**src/rtl/serial_sub.sv**
```systemverilog
// Bit-serial WIDTH-bit subtractor (diff = a - b - bin), LSB-first; done pulses WIDTH cycles after start acceptance.
// Backpressure: start is taken only while ready=1; start during busy is ignored and the last result is held.
module serial_sub #(
   parameter int WIDTH = 8,
   parameter int CNT_W = $clog2(WIDTH + 1)
) (
   input  logic             clk,
   input  logic             rst_n,
   input  logic             start,
   input  logic [WIDTH-1:0] a,
   input  logic [WIDTH-1:0] b,
   input  logic             bin,
   output logic             ready,
   output logic             busy,
   output logic             done,
   output logic [WIDTH-1:0] diff,
   output logic             bout
);

   typedef enum logic [1:0] {
      IDLE = 2'd0,
      RUN  = 2'd1,
      DONE = 2'd2
   } state_t;

   localparam logic [CNT_W-1:0] CNT_LAST = CNT_W'(WIDTH - 1);
   localparam logic [CNT_W-1:0] CNT_ONE  = CNT_W'(1);

   state_t           state;
   state_t           state_nxt;
   logic             load;
   logic             step;
   logic             last;

   logic [WIDTH-1:0] a_sr;
   logic [WIDTH-1:0] b_sr;
   logic [WIDTH-1:0] res_sr;
   logic [WIDTH-1:0] res_nxt;
   logic             brw;
   logic [CNT_W-1:0] cnt;

   logic             d_bit;
   logic             brw_nxt;

   // full-subtractor cell on the current LSBs
   assign d_bit   = a_sr[0] ^ b_sr[0] ^ brw;
   assign brw_nxt = (~a_sr[0] & b_sr[0]) | (~(a_sr[0] ^ b_sr[0]) & brw);
   assign res_nxt = {d_bit, res_sr[WIDTH-1:1]};

   assign ready = (state == IDLE) || (state == DONE);
   assign busy  = (state == RUN);

   always_ff @(posedge clk) begin
      if (!rst_n) begin
         state <= IDLE;
      end else begin
         state <= state_nxt;
      end
   end

   always_comb begin
      state_nxt = state;
      load      = 1'b0;
      step      = 1'b0;
      last      = 1'b0;
      case (state)
         IDLE: begin
            if (start) begin
               load      = 1'b1;
               state_nxt = RUN;
            end
         end
         RUN: begin
            step = 1'b1;
            if (cnt == CNT_LAST) begin
               last      = 1'b1;
               state_nxt = DONE;
            end
         end
         DONE: begin
            // DONE lasts a single cycle; a start here is a back-to-back acceptance
            if (start) begin
               load      = 1'b1;
               state_nxt = RUN;
            end else begin
               state_nxt = IDLE;
            end
         end
         default: begin
            state_nxt = IDLE;
         end
      endcase
   end

   always_ff @(posedge clk) begin
      if (!rst_n) begin
         a_sr   <= '0;
         b_sr   <= '0;
         res_sr <= '0;
         brw    <= 1'b0;
         cnt    <= '0;
         diff   <= '0;
         bout   <= 1'b0;
         done   <= 1'b0;
      end else begin
         done <= last;
         if (load) begin
            a_sr <= a;
            b_sr <= b;
            brw  <= bin;
            cnt  <= '0;
         end else if (step) begin
            a_sr   <= a_sr >> 1;
            b_sr   <= b_sr >> 1;
            brw    <= brw_nxt;
            res_sr <= res_nxt;
            cnt    <= cnt + CNT_ONE;
         end
         // the final bit goes straight into diff so it is valid alongside done
         if (last) begin
            diff <= res_nxt;
            bout <= brw_nxt;
         end
      end
   end

endmodule

```
**config.mk**
```make
export PLATFORM = sky130hd
export DESIGN_NAME = serial_sub
export DESIGN_NICKNAME = d
export VERILOG_FILES = /design/src/rtl/serial_sub.sv
export SDC_FILE = /design/constraint.sdc
export NUM_CORES = 1
export LEC_CHECK = 0
export CAP_MARGIN = 15
export CORE_AREA = 10 10 72 74
export DETAILED_ROUTE_END_ITERATION = 7
export DIE_AREA = 0 0 82 84
export PLACE_DENSITY_LB_ADDON = 0.12
export SLEW_MARGIN = 10
export SYNTH_ARGS = -nofsm -noshare
export SYNTH_HDL_FRONTEND = slang
export SYNTH_SLANG_ARGS = --single-unit
export TNS_END_PERCENT = 50
```
**constraint.sdc**
```tcl
create_clock -name clk -period 1.6 [get_ports clk]
set_input_delay 0.32 -clock clk [delete_from_list [all_inputs] [get_ports clk]]
set_output_delay 0.32 -clock clk [all_outputs]
set_load 0.005 [all_outputs]
```
* After elaboration in Yosys (flattened, before gate mapping)
Index checks and enable logic that the tools add are counted.
** Storage, ports and cells
- Output and inout port bits :: 12
- Input bits :: 20
- Register bits after elaboration :: 41
- Logic and storage cells :: 46
** Operators by class
- Add/sub/neg operators :: 1
- Bitwise operators :: 9
- Eq/ne operators :: 5
- Mux-type cells :: 15
- Reduce and logical (&&, ||, !) cells :: 7
** Operator list (number)
- $mux 8 :: 4
- $mux 1 :: 8
- $pmux 2 s3 :: 1
- $add 4x1->4 const B :: 1
- $eq 4x3->1 const B :: 1
- $mux 2 :: 2
- $not 1->1 :: 4
- $reduce_and 2->1 :: 2
- $reduce_or 2->1 :: 2
- $and 1x1->1 :: 2
- $eq 2x1->1 const B :: 1
- $eq 2x2->1 const B :: 1
- $logic_not 2->1 :: 1
- $ne 2x1->1 const B :: 1
- $ne 2x2->1 const B :: 1
- $reduce_bool 2->1 :: 1
- $xor 1x1->1 :: 2
- $logic_or 1x1->1 :: 1
- $or 1x1->1 :: 1

* Depth between registers and ports, before layout
- Depth in word-level cells :: 6
- Depth in mapped cells :: 5
- Gate-level depth less buffers :: 4

* Worst setup path after synthesis
No wires, ideal clock.
- Path kind :: reg2reg
- Start point :: reg cnt[0]
- End point :: reg bout
- Arrival time :: 1.112 ns
- Required time :: 1.528 ns
- Buffers on the path :: 1
- Setup time :: 0.072 ns
- Setup slack :: 0.417 ns
- Cell stages (with the launch flop) :: 6
- Clock period less this slack :: 1.183 ns
- Cell sequence :: dfxtp_1 ha_1 nand3b_1 nor2_1 buf_4 mux2i_1
** Between the ends
- Word-level cells in the longest chain between the ends :: 3
** Ends and longest elaborated chain
- from (decl) :: line 40 : logic [CNT_W-1:0] cnt;
- from (signal assigned) :: line 117 : cnt <= cnt + CNT_ONE;
- $eq 4x3->1 :: line 75 : if (cnt == CNT_LAST) begin
- $mux 1 :: line 75
- $mux 1 :: line 66 : case (state)
- to (signal assigned) :: line 122 : bout <= brw_nxt;
- to (decl) :: line 17 : output logic bout
Every way passes these cells.
A chain may end at the register's enable or synchronous reset.

* Final worst setup path
- Start point :: reg state[0]
- End point :: out ready
** Between the ends
- Word-level cells in the longest chain between the ends :: 2
- Elaborated cells between the ends (all ways) :: 3
- Those cells by class :: eq/ne: 1; reduce/logical: 2
** Ends and longest elaborated chain
- from (decl) :: line 29 : state_t state;
- from (signal assigned) :: line 57 : state <= state_nxt;
- $eq 2x2->1 or $logic_not 2->1 (tied branches) :: line 50 : assign ready = (state == IDLE) || (state == DONE);
- $logic_or 1x1->1 (*) :: line 50
- to (decl) :: line 13 : output logic ready,
Every way passes the cells marked *; elsewhere a longest branch is shown, timed or not.

==> flow_summary.ini <==
[timing]
slew_headroom_pct = 71.9
finalMaxSlewViolations = 0
hold_slack_ns = 0.455
finClkSkew_ns = 0.00279
finalWorstSetupSlack_ns = 0.109
worstMarginPinSlew_ns = 0.420
max_freq_ghz = 0.670
hold_violations = 0
final.setup.tns_ns = 0
rsz0062_at_grt = false
period_needed_ns = 1.49
timing.final.crit_share_pct = 93.2
final-setup-viol-count = 0

[placement]
post-place-ws_ns = 0.000885
hpwl_um = 2530
place_inst = 266
port_buffers = 31
gp_congestion = 0.699

[final_layout]
synthToLayoutAreaGrowth_pct = 27.8
diodes = 0
instances_no_fill = 274
drive_gt1_share_pct = 5.80
finalNetCount = 245

[floorplanning]
boundaryPins = 32
dieArea_mm2 = 0.00689
row_count = 23
fp.dieH_um = 84
start_util_pct = 42.3
core_area_mm2 = 0.00386
die_w_um = 82

[setup_path]
slowest_stage = clkdlybuf4s50_1
path_cells = inv_1 -> clkdlybuf4s50_1
worstSetupStartpoint = state[0]
startpoint_type = flop
worst-r2r-cell-count = 5
r2r_start = state[1]
rrSetupSlack_ns = 0.19
crit_path_end_kind = primary output
crit_family = buffers and inverters
crit_path_end = ready
arrival_ns = 1.17
path_buf_inv = 2
required_ns = 1.28
critPathKind = flop to primary output
r2r_end = diff[6]
slowest_delay_ns = 0.49
cp_max_fo = 5
worst-path-stages = 2

[clocking]
cts_num_sinks = 40
tritoncts = done
cts_htree_levels = 2
ctsHoldBuffers = 0
clk_pin_slew_ns = 0.07
postCtsSetupBuffers = 0
insertion_delay_ns = 0.28
ctsResizeCount = 2
cts_buffers = 5
clockBufferDepth = 2
cts-root-buf = clkbuf_8

[hold_path]
min-delay-start = diff[3]
min_path_type = flop to flop

[grt]
antenna_found_initial = 0
grt_usage_pct = 11.1
first_global_vias = 1383
grt_pass1_wl_um = 6120
grt_overflow = 0
grt_max_degree = 47

[drt]
wirelength_um = 3600
routed_via_density = 4.98
drt_iter0_markers = 70
avgRoutedWirePerCell_um = 13.1
drc = 0
num_vias = 1365
firstDrtPassIters = 4
ant_nets = 0

[pwr]
power.leakage_nw = 0.713
power.density_mw_per_mm2 = 947
peakVddDrop_v = 0.000803

[logic_synthesis]
synth_seq_area_share_pct = 49.1
synthesis.nets = 216
yosysWarnings = 0
yosysTopAreaCellShare_pct = 49.1
synth_seq_cells = 40
netlist-cell-type-count = 27
synthesis.area_mm2 = 0.00163
avgSynthCellArea_um2 = 8.41
synth.area.top_cells = dfxtp_1 (49%), nand2_1 (14%), mux2i_1 (5.5%)
syn_inst = 194
synth_area_leader_cell = dfxtp_1

[status]
status = finished, final reports clean

[run]
max_cap_violations = 0
==> registers in the layout, summed over array words and instances (netlist names) <==
name    cells
done        1
cnt         4
bout        1
b_sr        8
res_sr      7
state       2
a_sr        8
brw         1
diff        8
==> layer usage <==
metal / share of wire [%] / vias up / track usage [%]
met5: 0 / - / 0
met4: 1.4 / 0 / 3.25
met1: 44 / 629 / 12.2
li1: - / 701 / -
met2: 48 / 29 / 18.4
met3: 6.5 / 6 / 4.74
==> logic make-up after synthesis <==
| group | Yosys count | synth area share [%] |
|---|---|---|
| muxes | 9 | 5.52 |
| DFF | 40 | 49.1 |
| buffers and inverters | 18 | 5.37 |
| and+or+nand+nor | 80 | 20.6 |
| adders and majority gates | 2 | 1.99 |
| xor gates and xnor gates | 2 | 1.07 |
| AOI/OAI and AO/OA | 43 | 16.3 |
==> cells in the final DEF (no fill, tap or decap), types with 4 or more instances in the layout <==
master	instances
clkdlybuf4s50_1	30
dfxtp_1	39
o21ai_0	13
clkbuf_8	6
nand2_1	62
a21boi_0	11
nand3_1	5
a31oi_1	12
a21oi_1	4
mux2i_1	9
==> cell type report <==
class,count,area [µm²]
clock buffer,8,90.1
fill,383,1770
inverter,4,15.0
multi-input combinational,136,743
sequential,40,802
tap,50,62.6
timing repair buffer,36,372
==> synth_stat cells <==
master     number
mux2i_1         9
a31oi_1        12
nand2_1        62
nand2b_2        1
inv_1           3
clkbuf_1        5
nand2b_1        2
buf_4           1
clkinv_1        1
buf_2           7
a22oi_1         2
nor2_1          3
a21boi_0       11
nor2b_1         2
xnor2_1         1
nand3_1         5
o21ai_0        13
buf_6           1
or3_1           1
and2_1          2
dfxtp_1        40
fa_1            1
a21oi_1         4
nand3b_1        2
a2bb2oi_1       1
ha_1            1
xor2_1          1
==> worst reg2reg max path, cell delays in order, from the launching register on <==
cell and delay (ns):
dfxtp_1 0.31, nand2b_2 0.20, buf_4 0.24, nor2_1 0.15
buf_4 0.23, mux2i_1 0.21
==> worst min path at each step <==
stage / to / slack [ns] / cells after the start
floorplan: b_sr[7] / 0.43 / 2
global placement: diff[0] / 0.44 / 2
detailed placement: diff[2] / 0.45 / 2
CTS: diff[3] / 0.46 / 2
global route: diff[1] / 0.49 / 2
finish: diff[3] / 0.45 / 2
==> through the flow <==
step           power (mW)  util [%]  instance area [µm²]
3_3_place_gp         1.32      51.7                 1990
4_1_cts              2.01      54.1                 2080
3_5_place_dp         1.33      51.7                 1990
5_1_grt              2.07      54.1                 2080
2_1_floorplan        1.23         -                 1630
6_report             1.97      54.1                 2080
==> power by group <==
group / total [mW] / internal, mW / switching [mW]
clock network: 0.670 / 0.351 / 0.319
logic: 0.237 / 0.115 / 0.122
registers: 1.07 / 1.04 / 0.0275
total: 1.97 / 1.51 / 0.468
Power figures use the tool's default switching activity.
